<file path="config.mk">
export PLATFORM = sky130hd
export DESIGN_NAME = ntt_stream_ctrl
export DESIGN_NICKNAME = d
export VERILOG_FILES = /design/src/rtl/ntt_stream_ctrl.sv
export SDC_FILE = /design/constraint.sdc
export NUM_CORES = 1
export LEC_CHECK = 0
export ABC_AREA = 1
export CORE_UTILIZATION = 42
export DETAILED_ROUTE_END_ITERATION = 10
export GPL_TIMING_DRIVEN = 0
export HOLD_SLACK_MARGIN = 0.1
export PLACE_DENSITY = 0.78
export SLEW_MARGIN = 20
export SYNTH_ARGS = -nofsm -noshare
export SYNTH_HDL_FRONTEND = slang
export SYNTH_SLANG_ARGS = --single-unit
export TNS_END_PERCENT = 100
</file>
<file path="constraint.sdc">
create_clock -name clk -period 2.5 [get_ports clk]
set_input_delay 0.375 -clock clk [delete_from_list [all_inputs] [get_ports clk]]
set_output_delay 0.375 -clock clk [all_outputs]
set_load 0.02 [all_outputs]
</file>
<file path="src/rtl/ntt_stream_ctrl.sv">
// ntt_stream_ctrl: load/run/unload sequencer between a coefficient stream,
// a single-port-pair coefficient memory and an NTT core.
module ntt_stream_ctrl #(
    parameter int N  = 256,
    parameter int AW = 8,
    parameter int DW = 16
) (
    input  logic          clk,
    input  logic          rst,
    input  logic          in_valid,
    input  logic [DW-1:0] in_data,
    output logic          in_ready,
    output logic          out_valid,
    output logic [DW-1:0] out_data,
    input  logic          out_ready,
    output logic          ntt_start,
    input  logic          ntt_done,
    input  logic          ntt_en_w,
    input  logic          ntt_en_r,
    input  logic [AW-1:0] ntt_addr_w,
    input  logic [AW-1:0] ntt_addr_r,
    input  logic [DW-1:0] ntt_data_w,
    output logic [DW-1:0] ntt_data_r,
    output logic          en_w,
    output logic          en_r,
    output logic [AW-1:0] addr_w,
    output logic [AW-1:0] addr_r,
    output logic [DW-1:0] data_w,
    input  logic [DW-1:0] data_r,
    output logic          busy,
    output logic [15:0]   run_cycles
);

    localparam logic [1:0] S_IDLE   = 2'd0;
    localparam logic [1:0] S_LOAD   = 2'd1;
    localparam logic [1:0] S_RUN    = 2'd2;
    localparam logic [1:0] S_UNLOAD = 2'd3;

    localparam int          LAST_I = N - 1;
    localparam logic [AW:0] LAST   = LAST_I[AW:0];
    localparam logic [AW:0] NCNT   = N[AW:0];

    logic [1:0]    r_state;
    logic [AW:0]   r_ld_cnt;
    logic [AW:0]   r_rd_cnt;
    logic [AW:0]   r_out_cnt;
    logic          r_inflight;
    logic [DW-1:0] r_fifo [2];
    logic          r_wp;
    logic          r_rp;
    logic [1:0]    r_fcnt;
    logic          r_start;
    logic [15:0]   r_run_cycles;

    logic          w_in_ready;
    logic          w_ld_acc;
    logic          w_ld_last;
    logic          w_pop;
    logic          w_out_last;
    logic [2:0]    w_occ;
    logic          w_rd_issue;

    assign w_in_ready = !rst && (r_state == S_IDLE || r_state == S_LOAD);
    assign w_ld_acc   = in_valid && w_in_ready;
    assign w_ld_last  = w_ld_acc && (r_ld_cnt == LAST);
    assign w_pop      = (r_fcnt != 2'd0) && out_ready;
    assign w_out_last = w_pop && (r_out_cnt == LAST);

    // A beat leaving this cycle frees its slot now, which keeps full rate.
    assign w_occ = {1'b0, r_fcnt} + {2'b0, r_inflight} - {2'b0, w_pop};
    assign w_rd_issue = (r_state == S_UNLOAD) && (w_occ < 3'd2)
                        && (r_rd_cnt < NCNT);

    assign in_ready   = w_in_ready;
    assign out_valid  = (r_fcnt != 2'd0);
    assign out_data   = r_fifo[r_rp];
    assign ntt_start  = r_start;
    assign ntt_data_r = data_r;
    assign busy       = (r_state != S_IDLE);
    assign run_cycles = r_run_cycles;

    always_comb begin
        en_w   = 1'b0;
        addr_w = '0;
        data_w = '0;
        en_r   = 1'b0;
        addr_r = '0;
        case (r_state)
            S_IDLE, S_LOAD: begin
                en_w   = w_ld_acc;
                addr_w = r_ld_cnt[AW-1:0];
                data_w = in_data;
            end
            S_RUN: begin
                en_w   = ntt_en_w;
                addr_w = ntt_addr_w;
                data_w = ntt_data_w;
                en_r   = ntt_en_r;
                addr_r = ntt_addr_r;
            end
            S_UNLOAD: begin
                en_r   = w_rd_issue;
                addr_r = r_rd_cnt[AW-1:0];
            end
        endcase
    end

    always_ff @(posedge clk or posedge rst) begin
        if (rst) begin
            r_state      <= S_IDLE;
            r_ld_cnt     <= '0;
            r_rd_cnt     <= '0;
            r_out_cnt    <= '0;
            r_start      <= 1'b0;
            r_run_cycles <= '0;
        end else begin
            r_start <= 1'b0;
            case (r_state)
                S_IDLE, S_LOAD: begin
                    if (w_ld_last) begin
                        r_state      <= S_RUN;
                        r_ld_cnt     <= '0;
                        r_start      <= 1'b1;
                        r_run_cycles <= '0;
                    end else if (w_ld_acc) begin
                        r_state  <= S_LOAD;
                        r_ld_cnt <= r_ld_cnt + 1'b1;
                    end
                end
                S_RUN: begin
                    if (r_run_cycles != 16'hFFFF)
                        r_run_cycles <= r_run_cycles + 16'd1;
                    if (ntt_done)
                        r_state <= S_UNLOAD;
                end
                S_UNLOAD: begin
                    if (w_out_last) begin
                        r_state   <= S_IDLE;
                        r_rd_cnt  <= '0;
                        r_out_cnt <= '0;
                    end else begin
                        if (w_rd_issue)
                            r_rd_cnt <= r_rd_cnt + 1'b1;
                        if (w_pop)
                            r_out_cnt <= r_out_cnt + 1'b1;
                    end
                end
            endcase
        end
    end

    // Memory read data lands one cycle after en_r, tracked by r_inflight.
    always_ff @(posedge clk or posedge rst) begin
        if (rst) begin
            r_inflight <= 1'b0;
            r_fifo[0]  <= '0;
            r_fifo[1]  <= '0;
            r_wp       <= 1'b0;
            r_rp       <= 1'b0;
            r_fcnt     <= '0;
        end else begin
            r_inflight <= w_rd_issue;
            if (r_inflight) begin
                r_fifo[r_wp] <= data_r;
                r_wp         <= ~r_wp;
            end
            if (w_pop)
                r_rp <= ~r_rp;
            r_fcnt <= r_fcnt + {1'b0, r_inflight} - {1'b0, w_pop};
        end
    end

endmodule

</file>
After elaboration in Yosys (flattened, before gate mapping) --
Cells that the tools add are included.
Storage, ports and cells: flip-flop bits (word level) 83, bits in latches 0, bits in writable memories 0, ROM bits 0, input bits 71, output and inout port bits 86, word-level logic and storage cells 90, memories 0
Cells by class: $add $sub $neg 8, multiply operators 0, div/mod/pow operators 0, magnitude comparators 5, equality and inequality tests 11, shift operators 0, muxes and demuxes 27, bitwise gates (word level) 4, reduce and logical (&&, ||, !) cells 23
Operators by type and width (count):
- 2-to-1 mux 16 bit | 6
- case mux 16 bit (2 select lines) | 2
- 2-to-1 mux 9 bit | 6
- bitwise mux 32 bit | 1
- case mux 8 bit (2 select lines) | 2
- adder 9 x 1 -> 9 bit, second input constant | 3
- == test 9 x 8 -> 1 bit, second input constant | 2
- adder 16 x 1 -> 16 bit, second input constant | 1
- demux 16 bit (select 1 bit) | 1
- != test 16 bit, second input constant | 1
- nonzero test 2 bit | 6
- less-than comparator 9 bit, second input constant | 1
- logical AND 1 bit | 8
- 2-to-1 mux 2 bit | 4
- != test 2 bit, second input constant | 4
- case mux 2 bit (3 select lines) | 1
- AND reduction 2 bit | 3
- AND reduction 3 bit | 2
- == test 2 bit, second input constant | 2
- >= comparator 2 bit, second input constant | 2
- NOT 1 -> 2 bit | 2
- case mux 1 bit (2 select lines) | 2
- adder 2 x 1 -> 3 bit | 1
- less-than comparator 3 x 2 -> 1 bit, second input constant | 1
- other kinds (12) | 14

Depth between registers and ports, before layout --
Gate-level depths: netlist (run 1).
depth after elaboration 8, depth in mapped cells 15

Worst setup path before layout (run 1) --
Ideal clock, no wire load.
path type in2reg, start in rst, end reg r_state[1], setup time 0.135 ns, arrival time 2.758 ns, data required time 2.365 ns, path slack -0.393 ns, stages 6, buffers on the path 0, cells stage by stage inv_1 -> a21oi_1 -> nor2_1 -> nand2_1 -> nor2_1 -> a21oi_1
On the way: cells in the longest elaborated chain, start to end 6
Ends and longest elaborated chain:
- start, declared | RTL line 9 | input logic rst,
- zero test 1 bit (no line) (*)
- logical AND 1 bit (*) | RTL line 63 | assign w_in_ready = !rst && (r_state == S_IDLE || r_state == S_LOAD);
- logical AND 1 bit (*) | RTL line 64 | assign w_ld_acc = in_valid && w_in_ready;
- logical AND 1 bit | RTL line 65 | assign w_ld_last = w_ld_acc && (r_ld_cnt == LAST);
- != test 3 bit (no line) / 2-to-1 mux 2 bit (equally long branches)
- AND reduction 3 bit (no line) / case mux 2 bit (3 select lines) (equally long branches)
- end signal, assigned | RTL line 110 | r_state <= S_IDLE;
- end signal, assigned | RTL line 121 | r_state <= S_RUN;
- end signal, assigned | RTL line 126 | r_state <= S_LOAD;
- end, declared | RTL line 43 | logic [1:0] r_state;
Mark *: on every way between the ends. The rest lies on a longest branch, timed or not. A chain may end at the register's enable or synchronous reset.

Worst setup path in the final report (run 1) --
start reg r_fcnt[1], end out en_r
On the way: cells in the longest elaborated chain, start to end 7
Ends and longest elaborated chain:
- start, declared | RTL line 51 | logic [1:0] r_fcnt;
- start signal, assigned | RTL line 169 | r_fcnt <= r_fcnt + {1'b0, r_inflight} - {1'b0, w_pop};
- nonzero test 2 bit | RTL line 66 | assign w_pop = (r_fcnt != 2'd0) && out_ready;
- logical AND 1 bit | RTL line 66
- named net w_pop | RTL line 58 | logic w_pop;
- subtractor 3 x 1 -> 3 bit | RTL line 70 | assign w_occ = {1'b0, r_fcnt} + {2'b0, r_inflight} - {2'b0, w_pop};
- less-than comparator 3 x 2 -> 1 bit | RTL line 71 | assign w_rd_issue = (r_state == S_UNLOAD) && (w_occ < 3'd2)
- logical AND 1 bit | RTL line 71
- logical AND 1 bit | RTL line 72 | && (r_rd_cnt < NCNT);
- case mux 1 bit (2 select lines) | RTL line 88 | case (r_state)
- end, declared | RTL line 25 | output logic en_r,
The timed path passes the listed nets, and every way through them passes these cells.

==> results of run 1 <==
## routing by layer
metal / share of wire [%] / global-route usage [%] / vias to the layer above / wire [um]
met5: 0 / 0 / - / 0
met4: 2.3 / 9.69 / 0 / 311
met3: 7.3 / 5.08 / 27 / 994
met2: 53 / 45.1 / 175 / 7200
met1: 38 / 26.3 / 2214 / 5180
li1: - / - / 2268 / -
## layout by cell type, fill, tap and decap left out, types with 2 or more instances in the layout
cell type / n
a21oi_1: 10
a22o_1: 18
buf_12: 2
buf_2: 5
buf_4: 39
buf_6: 3
clkbuf_1: 5
clkbuf_8: 10
clkdlybuf4s15_1: 2
clkdlybuf4s50_1: 122
clkinv_2: 2
clkinv_4: 2
clkinvlp_4: 2
dfrtp_1: 82
dlygate4sd2_1: 24
dlymetal6s2s_1: 7
ha_1: 4
ha_4: 2
inv_1: 64
inv_2: 6
inv_6: 2
mux2_2: 16
nand2_1: 134
nand2_2: 8
nand2_4: 4
nand3_1: 52
nand4_1: 7
nor2_1: 28
nor2_2: 3
nor2_4: 5
nor3_1: 9
o21ai_0: 63
o21ai_1: 2
or2_2: 2
xnor2_1: 4
xor2_1: 13
## metrics by stage
step / utilization, % / hold WS (ns) / area (sq um) / power [mW] / setup TNS (ns)
final: 63.8 / 0.488 / 6910 / 7.57 / -0.217
after global routing: 63.8 / 0.511 / 6910 / 8.11 / -0.450
after CTS: 62.9 / 0.490 / 6820 / 7.46 / -0.276
after detailed placement: 59.8 / 0.467 / 6480 / 6.48 / -3.87
after global placement: 59.4 / 0.461 / 6440 / 6.32 / -5.19
after floorplan: - / 0.448 / 4700 / 4.75 / 0
## worst max-delay path, stage by stage (launching register included)
cell,delay (ns)
dfrtp_1,0.40
inv_1,0.07
nand2_2,0.09
nand2_4,0.09
inv_4,0.04
ha_4,0.20
inv_2,0.06
ha_4,0.11
inv_2,0.03
fa_2,0.56
nand4_4,0.11
nand2_2,0.09
buf_6,0.12
## worst max-delay path by stage
stage,from,to,slack (ns),cells after the start
detailed placement,out_ready,en_r,-0.87,12
global placement,rst,r_state[1],-1.03,7
global route,r_fcnt[1],en_r,-0.33,13
CTS,r_fcnt[1],en_r,-0.26,12
floorplan,r_fcnt[1],en_r,0.003,12
finish,r_fcnt[1],en_r,-0.22,12
## synthesized netlist by cell type (all sizes together)
master,number
nand2,147
dfrtp,83
inv,72
o21ai,66
nand3,52
nor2,36
buf,28
a22o,18
mux2,16
xor2,13
a21oi,10
nand4,9
nor3,9
clkbuf,8
ha,7
xnor2,5
or2,2
and3,1
fa,1
o22ai,1
## power by group
part / internal, mW / leakage (nW) / total [mW] / switching, mW
clock network: 0.367 / 0.0900 / 0.883 / 0.515
registers: 1.94 / 1.01 / 2.46 / 0.528
logic: 1.95 / 2.24 / 4.22 / 2.27
## cells by family (layout without fill, tap and decap cells)
logic type                 Yosys count  in the layout  synth area share [%]
and+or+nand+nor                    256            256                  24.2
buffers and inverters              108            300                  10.4
AOI/OAI and AO/OA                   95             95                  11.6
DFF                                 83             83                  44.3
xor gates and xnor gates            18             18                  3.36
muxes                               16             16                  3.84
adders and majority gates            8              8                  2.29
## registers in the layout, indices dropped and copies added (netlist names)
register and cells:
r_fcnt 2, r_fifo 32, r_ld_cnt 9, r_wp 1, r_rd_cnt 9, r_out_cnt 9, run_cycles 16, r_inflight 1
r_state 2, r_rp 1, ntt_start 1
## layout make-up
cell class,instances,area share [%]
Clock inverter,7,0.760
Tap cell,140,2.53
Inverter,72,4.00
Buffer,34,3.39
Sequential cell,83,30.1
Timing Repair Buffer,178,25.2
Multi-Input combinational cell,393,32.3
Clock buffer,9,1.79
## timing repair
action | in CTS | in global routing
pin swaps | 6 | 8
resized for setup | 56 | 23
buffers inserted | 17 | 5
endpoints found under the setup margin | 52 | 20
hold endpoints to repair | 0 | 0
gates cloned | 0 | 1
==> impl_metrics.tcl, run 1 <==
set metrics [dict create \
    finalHoldViolCount 0 \
    cts.sinks 83 \
    clock_latency_ns 0.36 \
    violations "setup timing" \
    cellPowerDensity_mw_per_mm2 1090 \
    cp_max_fo 2 \
    min_to "r_fifo[22]" \
    critPathKind "reg -> out" \
    grt_usage_pct 24.1 \
    clk_path_buf_depth 2 \
    hp-class "reg -> reg" \
    stdcell_count 916 \
    wl_per_cell_um 14.9 \
    clkTransAtPathRegs_ns 0.09 \
    gp_congestion 0.897 \
    syn_to_final_growth_pct 47.3 \
    yosysSeqAreaShare_pct 44.3 \
    portBuffers 156 \
    drtPass1Iterations 4 \
    reg2reg_from "r_fcnt[1]" \
    yosysTopAreaCellShare_pct 44.3 \
    leakage_nw 3.34 \
    ant_nets 0 \
    cts_tree "yes" \
    dp_cells 882 \
    core-area_sq_mm 0.0108 \
    fillers 884 \
    ys.warnings.count 0 \
    root_buffer "clkbuf_8" \
    die_x_um 108 \
    holdPathStages 2 \
    relSlewSlack_pct 60.0 \
    numCtsBuffers 9 \
    wl_mm 13.7 \
    n_antenna_cell 0 \
    fmax_mhz 368 \
    drc 0 \
    htreeDepth 3 \
    synth.distinct_cells 30 \
    cp-start-kind "register" \
    setup_slack_ns -0.217 \
    finalNetCount 850 \
    synth_top_cell_by_area "dfrtp_1" \
    viasPerCell 5.11 \
    multiInputGateArea_sq_mm 0.00223 \
    grt_overflow_total 0 \
    grt_pass1_vias 4627 \
    die_area_sq_mm 0.0116 \
    ff2ff_path_depth 14 \
    r2r_end "r_rd_cnt[1]" \
    drt-initial-drc-count 331 \
    hp-start "r_fifo[22]" \
    critPathRequiredTime_ns 2.12 \
    r2r_setup_slack_ns 0.08 \
    initial_core_util_pct 43.3 \
    worstMarginPinSlew_ns 0.599 \
    hpwl_mm 10.1 \
    io_pins 157 \
    finalMaxSlewViolations 0 \
    period_share_pct 109 \
    synthTopCellsByArea "dfrtp_1 (44%), nand2_1 (11%), o21ai_0 (6.8%), nand3_1 (5.5%), inv_1 (5.5%)" \
    vias 4684 \
    avgSynthCellArea_sq_um 8.03 \
    period_needed_ns 2.72 \
    vdd_drop_max_mv 0.586 \
    fp-row-count 38 \
    yosys_register_bits 83 \
    grt_pass1_wl_mm 21.8 \
    grt_max_degree 32 \
    maxCapViolCount 0 \
    pre_cts_ws_ns -0.874 \
    rsz0062_at_grt "yes" \
    syn_nets 663 \
    cts_hold_buffers 0 \
    cp.arrival_ns 2.34 \
    grt_antenna_before_repair 0 \
    status "complete, but fails checks" \
    setup_viol 1 \
    synth_area_sq_mm 0.00469 \
    die_y_um 108 \
    postSynthCellCount 584 \
    skew_ns 0.00937 \
    drive_above_1_share_pct 15.9 \
    end_kind "output pin" \
    final-seq-area_sq_mm 0.00208 \
]
Note: power is estimated with default switching activity, not from simulation.
==> run 2: changes to the inputs <==
--- a/config.mk
+++ b/config.mk
@@ -11,6 +11,7 @@
 export GPL_TIMING_DRIVEN = 0
 export HOLD_SLACK_MARGIN = 0.1
 export PLACE_DENSITY = 0.78
+export REMOVE_ABC_BUFFERS = 1
 export SLEW_MARGIN = 20
 export SYNTH_ARGS = -nofsm -noshare
 export SYNTH_HDL_FRONTEND = slang
==> run 2 against run 1 <==
Compared with the run above:
- the flow still finishes with violations (setup timing)
- design area decreased by 1.0%
- cell count decreased by 3.6%
- clock-buffer cell count increased by 2
- wire length decreased by 6.9%
- utilization decreased by 0.63 points
- clock power increased by 39%
- setup slack improved by 0.028 ns
- worst hold slack got worse by 0.017 ns
- via count decreased by 3.2%
- sequential power increased by 2%
- critical endpoint unchanged
- highest routed layer is now met5
==> impl_metrics.tcl, run 2 (same netlist as run 1, synthesis figures left out) <==
set metrics [dict create \
    clock_power_share_pct 15.6 \
    syn_to_final_growth_pct 45.8 \
    skew_ns 0.0132 \
    r2r_setup_slack_ns 0.16 \
    rsz0062_at_grt "yes" \
    clkTransAtPathRegs_ns 0.08 \
    clock_latency_ns 0.35 \
    drtPass1Iterations 4 \
    cellPowerDensity_mw_per_mm2 1150 \
    viasPerCell 5.14 \
    setup_viol 1 \
    stdcell_count 883 \
    setup_slack_ns -0.190 \
    gr-usage-met1_pct 27.1 \
    root_buffer "clkbuf_8" \
    numCtsBuffers 9 \
    end_kind "output pin" \
    swShare_pct 41.1 \
    worstMarginPinSlew_ns 0.914 \
    fmax_mhz 372 \
    r2r_end "r_rd_cnt[7]" \
    wl_mm 12.7 \
    fillers 879 \
    p_sw_mw 3.24 \
    largest_reg_flops 32 \
    finalNetCount 817 \
    vias 4535 \
    die_y_um 108 \
    die_area_sq_mm 0.0116 \
    cp_max_fo 2 \
    period_needed_ns 2.69 \
    layout.cells.most_common_list "nand2_1 (136), clkdlybuf4s50_1 (122), dfrtp_1 (80)" \
    portBuffers 156 \
    cts.sinks 83 \
    dp_cells 845 \
    io_pins 157 \
    cts_hold_buffers 0 \
    critical_path.endpoint "en_r" \
    n_antenna_cell 0 \
    fp-row-count 38 \
    ff2ff_path_depth 15 \
    grt_usage_pct 22.4 \
    wl_per_cell_um 14.4 \
    hpwl_mm 8.60 \
    power_frac_comb_pct 52.7 \
    status "complete, but fails checks" \
    drc 0 \
    hp-class "in -> reg" \
    grt-busiest-layer "met2" \
    pre_cts_ws_ns -0.842 \
    worstSetupStartpoint "r_fcnt[1]" \
    layout_commonest_cell "nand2_1" \
    top_register "r_fifo" \
    path_cells "inv_2 > nand2_2 > nand2_2 > inv_2 > ha_4 > inv_2 > ha_4 > inv_2 > fa_2 > xnor2_2 > nand4_4 > nand2_2 > buf_6" \
    reg2reg_from "r_fcnt[1]" \
    vdd_drop_max_mv 0.503 \
    leakage_nw 3.49 \
    die_x_um 108 \
    drt-initial-drc-count 256 \
    period_share_pct 108 \
    grt_overflow_total 0 \
    maxCapViolCount 0 \
    critPathRequiredTime_ns 2.12 \
    finalHoldViolCount 0 \
    critPathKind "reg -> out" \
    fin_setup_tns_ns -0.190 \
    cpPeakStageDelay_ns 0.40 \
    cts_tree "yes" \
    gr-usage-met3_pct 4.66 \
    violations "setup timing" \
    cp.arrival_ns 2.31 \
    grt_max_degree 46 \
    drive_above_1_share_pct 12.5 \
    cp-start-kind "register" \
    power_frac_seq_pct 31.7 \
    grt_pass1_vias 4454 \
    grt_pass1_wl_mm 20.8 \
    internal-power_mw 4.65 \
    cp_common_cell "inv_2" \
    finalMaxSlewViolations 0 \
    ant_nets 0 \
    hold_ws_ns 0.471 \
    grt_antenna_before_repair 1 \
    htreeDepth 3 \
    slowest_stage "dfrtp_1" \
    use_met2_pct 39.8 \
    initial_core_util_pct 43.3 \
    gp_congestion 0.847 \
    core-area_sq_mm 0.0108 \
    relSlewSlack_pct 38.9 \
    clk_path_buf_depth 2 \
]
-- run 2: layout make-up --
cell class,instances,area (sq um),share of cell area (%)
timing repair buffer,174,1800,26.3
timing repair inverter,1,7.51,0.110
tap,140,175,2.56
inverter,72,277,4.04
sequential,83,2080,30.4
clock buffer,11,131,1.92
multi-input combinational,397,2250,32.8
clock inverter,5,125,1.83
-- run 2: through the flow --
step	utilization [%]	total power, mW	instance area (sq um)
after floorplan	-	4.63	4470
after global placement	57.3	6.16	6210
after detailed placement	57.5	6.31	6230
after CTS	62.0	7.91	6720
after global routing	63.1	8.41	6840
final	63.1	7.89	6840
-- run 2: power groups by stage --
stage	registers, mW	clock network [mW]	logic [mW]
finish	2.50	1.23	4.16
global route	2.59	1.31	4.51
CTS	2.49	1.26	4.17
detailed placement	2.50	0	3.81
global placement	2.45	0	3.71
floorplan	2.44	0	2.19
-- run 2: routing by layer --
layer	up-vias	routed length, um
met5	-	13
met1	2163	5200
met3	23	646
li1	2205	-
met4	2	216
met2	142	6670
-- run 2: timing repair --
action | CTS | global route
cloned | 4 | 1
buffers inserted | 14 | 4
pin swaps | 11 | 7
gates resized for setup | 30 | 37
endpoints found under the setup margin | 72 | 41
-- run 2: how the worst min path moves through the flow --
stage | startpoint | to | cells past startpoint
after floorplan | r_fifo[0] | r_fifo[0] | 2
after global placement | r_fifo[12] | r_fifo[12] | 2
after detailed placement | r_fifo[9] | r_fifo[9] | 2
after CTS | r_fifo[9] | r_fifo[9] | 2
after global routing | out_ready | r_rp | 4
final | out_ready | r_rp | 4
-- run 2: critical path, delay by kind of cell (launching register included) --
| kind | cells | cell delay, ns |
|---|---|---|
| fa+ha+maj | 3 | 0.70 |
| flops | 1 | 0.40 |
| simple gates | 4 | 0.35 |
| buf+inv | 5 | 0.33 |
| xor+xnor | 1 | 0.21 |
==> run 3: changes to the inputs <==
==> constraint.sdc (replaced) <==
create_clock -name clk -period 2.5 [get_ports clk]
set_input_delay 0.5 -clock clk [delete_from_list [all_inputs] [get_ports clk]]
set_output_delay 0.5 -clock clk [all_outputs]
set_load 0.02 [all_outputs]
==> run 3 against run 2 <==
Compared with the run above:
- the run still ends with setup timing left
- via count up 1.1%
- largest cell class unchanged
- critical endpoint unchanged
- utilization down 1.1 points
- largest power group unchanged
- critical path depth down 1
- register-to-register slack worse by 0.06 ns
==> impl_metrics.tcl, run 3 (same netlist as run 1, synthesis figures left out) <==
set metrics [dict create \
    htreeDepth 3 \
    place_area_sq_mm 0.00623 \
    leakage_nw 3.17 \
    viasPerCell 5.19 \
    reg2reg_from "r_fcnt[1]" \
    grt_usage_pct 22.9 \
    pre_cts_ws_ns -1.09 \
    layout.cells.most_common_list "nand2_1 (136), clkdlybuf4s50_1 (121), dfrtp_1 (80)" \
    initial_core_util_pct 43.3 \
    hpwl_mm 8.60 \
    grt_pass1_wl_mm 21.2 \
    io_pins 157 \
    setup_viol 1 \
    r2r_setup_slack_ns 0.10 \
    r2r_end "r_rd_cnt[7]" \
    grt_overflow_total 0 \
    cp-start-kind "register" \
    period_share_pct 113 \
    clkTransAtPathRegs_ns 0.08 \
    rsz0062_at_grt "yes" \
    portBuffers 156 \
    holdPathStages 2 \
    grt_antenna_before_repair 1 \
    cp_max_fo 2 \
    clk_path_buf_depth 2 \
    critPathKind "reg -> out" \
    fillers 901 \
    vias 4584 \
    gp_congestion 0.847 \
    post-route-util_pct 62.1 \
    top_register "r_fifo" \
    drt-initial-drc-count 281 \
    relSlewSlack_pct 39.1 \
    ant_nets 0 \
    setup_slack_ns -0.313 \
    die_area_sq_mm 0.0116 \
    cts_hold_buffers 0 \
    drc 0 \
    fmax_mhz 355 \
    clock_latency_ns 0.35 \
    n_antenna_cell 0 \
    end_kind "output pin" \
    maxCapViolCount 0 \
    drtPass1Iterations 7 \
    syn_to_final_growth_pct 43.4 \
    cp.arrival_ns 2.31 \
    hp-start "r_fifo[9]" \
    layout_commonest_cell "nand2_1" \
    period_needed_ns 2.81 \
    violations "setup timing" \
    wl_per_cell_um 14.9 \
    cts.sinks 83 \
    cellPowerDensity_mw_per_mm2 1170 \
    min_to "r_fifo[9]" \
    skew_ns 0.0134 \
    die_x_um 108 \
    fin_area_sq_mm 0.00673 \
    grt_max_degree 46 \
    finalHoldViolCount 0 \
    numCtsBuffers 9 \
    finalMaxSlewViolations 0 \
    wl_mm 13.1 \
    vdd_drop_max_mv 0.504 \
    hp-class "reg -> reg" \
    die_y_um 108 \
    grt_pass1_vias 4481 \
    total_power_mw 7.85 \
    fp-row-count 38 \
    largest_reg_flops 32 \
    worstMarginPinSlew_ns 0.911 \
    cts_tree "yes" \
    status "complete, but fails checks" \
    root_buffer "clkbuf_8" \
    core-area_sq_mm 0.0108 \
    drive_above_1_share_pct 12.7 \
    finalNetCount 817 \
    ff2ff_path_depth 14 \
    critPathRequiredTime_ns 2.00 \
]
## run 3: cell types whose count changed in the layout (fill, tap and decap cells not counted), sizes merged
cell           previous run  this run
nor2                     39        40
dlygate4sd2               1        32
buf                      19        18
dlymetal6s2s             32         1
clkbuf                   11        12
clkdlybuf4s50           122       121
## run 3: cell type report
class / instances / area (sq um) / area share [%]
Inverter: 72 / 277 / 4.11
Multi-Input combinational cell: 398 / 2260 / 33.6
Timing Repair Buffer: 173 / 1670 / 24.9
Clock inverter: 5 / 125 / 1.86
Clock buffer: 11 / 131 / 1.95
Timing Repair inverter: 1 / 7.51 / 0.112
Sequential cell: 83 / 2080 / 30.9
Tap cell: 140 / 175 / 2.60
## run 3: worst max-delay path by stage
stage | depth (start not counted) | slack, ns | start | end
6_report | 12 | -0.31 | r_fcnt[1] | en_r
5_1_grt | 13 | -0.42 | r_fcnt[1] | en_r
4_1_cts | 12 | -0.35 | r_fcnt[1] | en_r
3_5_place_dp | 12 | -1.09 | out_ready | en_r
3_3_place_gp | 7 | -1.76 | rst | r_state[1]
2_1_floorplan | 6 | -0.52 | rst | r_state[1]
## run 3: through the flow
step | instances | setup TNS, ns | hold WS [ns]
final | 883 | -0.313 | 0.486
after global routing | 883 | -0.439 | 0.517
after CTS | 881 | -0.346 | 0.488
after detailed placement | 845 | -29.08 | 0.467
after global placement | 844 | -153.15 | 0.461
after floorplan | 548 | -14.15 | 0.448
## run 3: power breakdown
| group | leakage, nW | switching (mW) | internal [mW] | total, mW |
|---|---|---|---|---|
| sequential | 1.01 | 0.569 | 1.94 | 2.51 |
| combinational | 2.03 | 2.25 | 1.85 | 4.10 |
| clock | 0.128 | 0.468 | 0.764 | 1.23 |
## run 3: repair_timing
item / CTS / global route
gates resized for setup: 67 / 5
gates cloned: 6 / 0
pin swaps: 10 / 7
setup endpoints to repair: 72 / 12
setup buffers: 15 / 3
hold endpoints to repair: 0 / 0
## run 3: routing by layer
| layer | wire length, um | vias to the layer above | GRT usage [%] |
|---|---|---|---|
| met5 | 16 | - | 0 |
| met4 | 261 | 2 | 7.73 |
| met3 | 581 | 27 | 4.12 |
| met2 | 6950 | 127 | 40.1 |
| met1 | 5320 | 2226 | 28.1 |
| li1 | - | 2202 | - |
## run 3: worst max-delay path, stage by stage, from the launching register on
cell and delay [ns]:
dfrtp_1 0.40, inv_2 0.06, nand2_2 0.06, nand2_2 0.08
inv_2 0.05, ha_4 0.21, inv_2 0.06, ha_4 0.11
inv_2 0.03, fa_2 0.58, nand4_4 0.13, nand2_2 0.09
buf_6 0.11
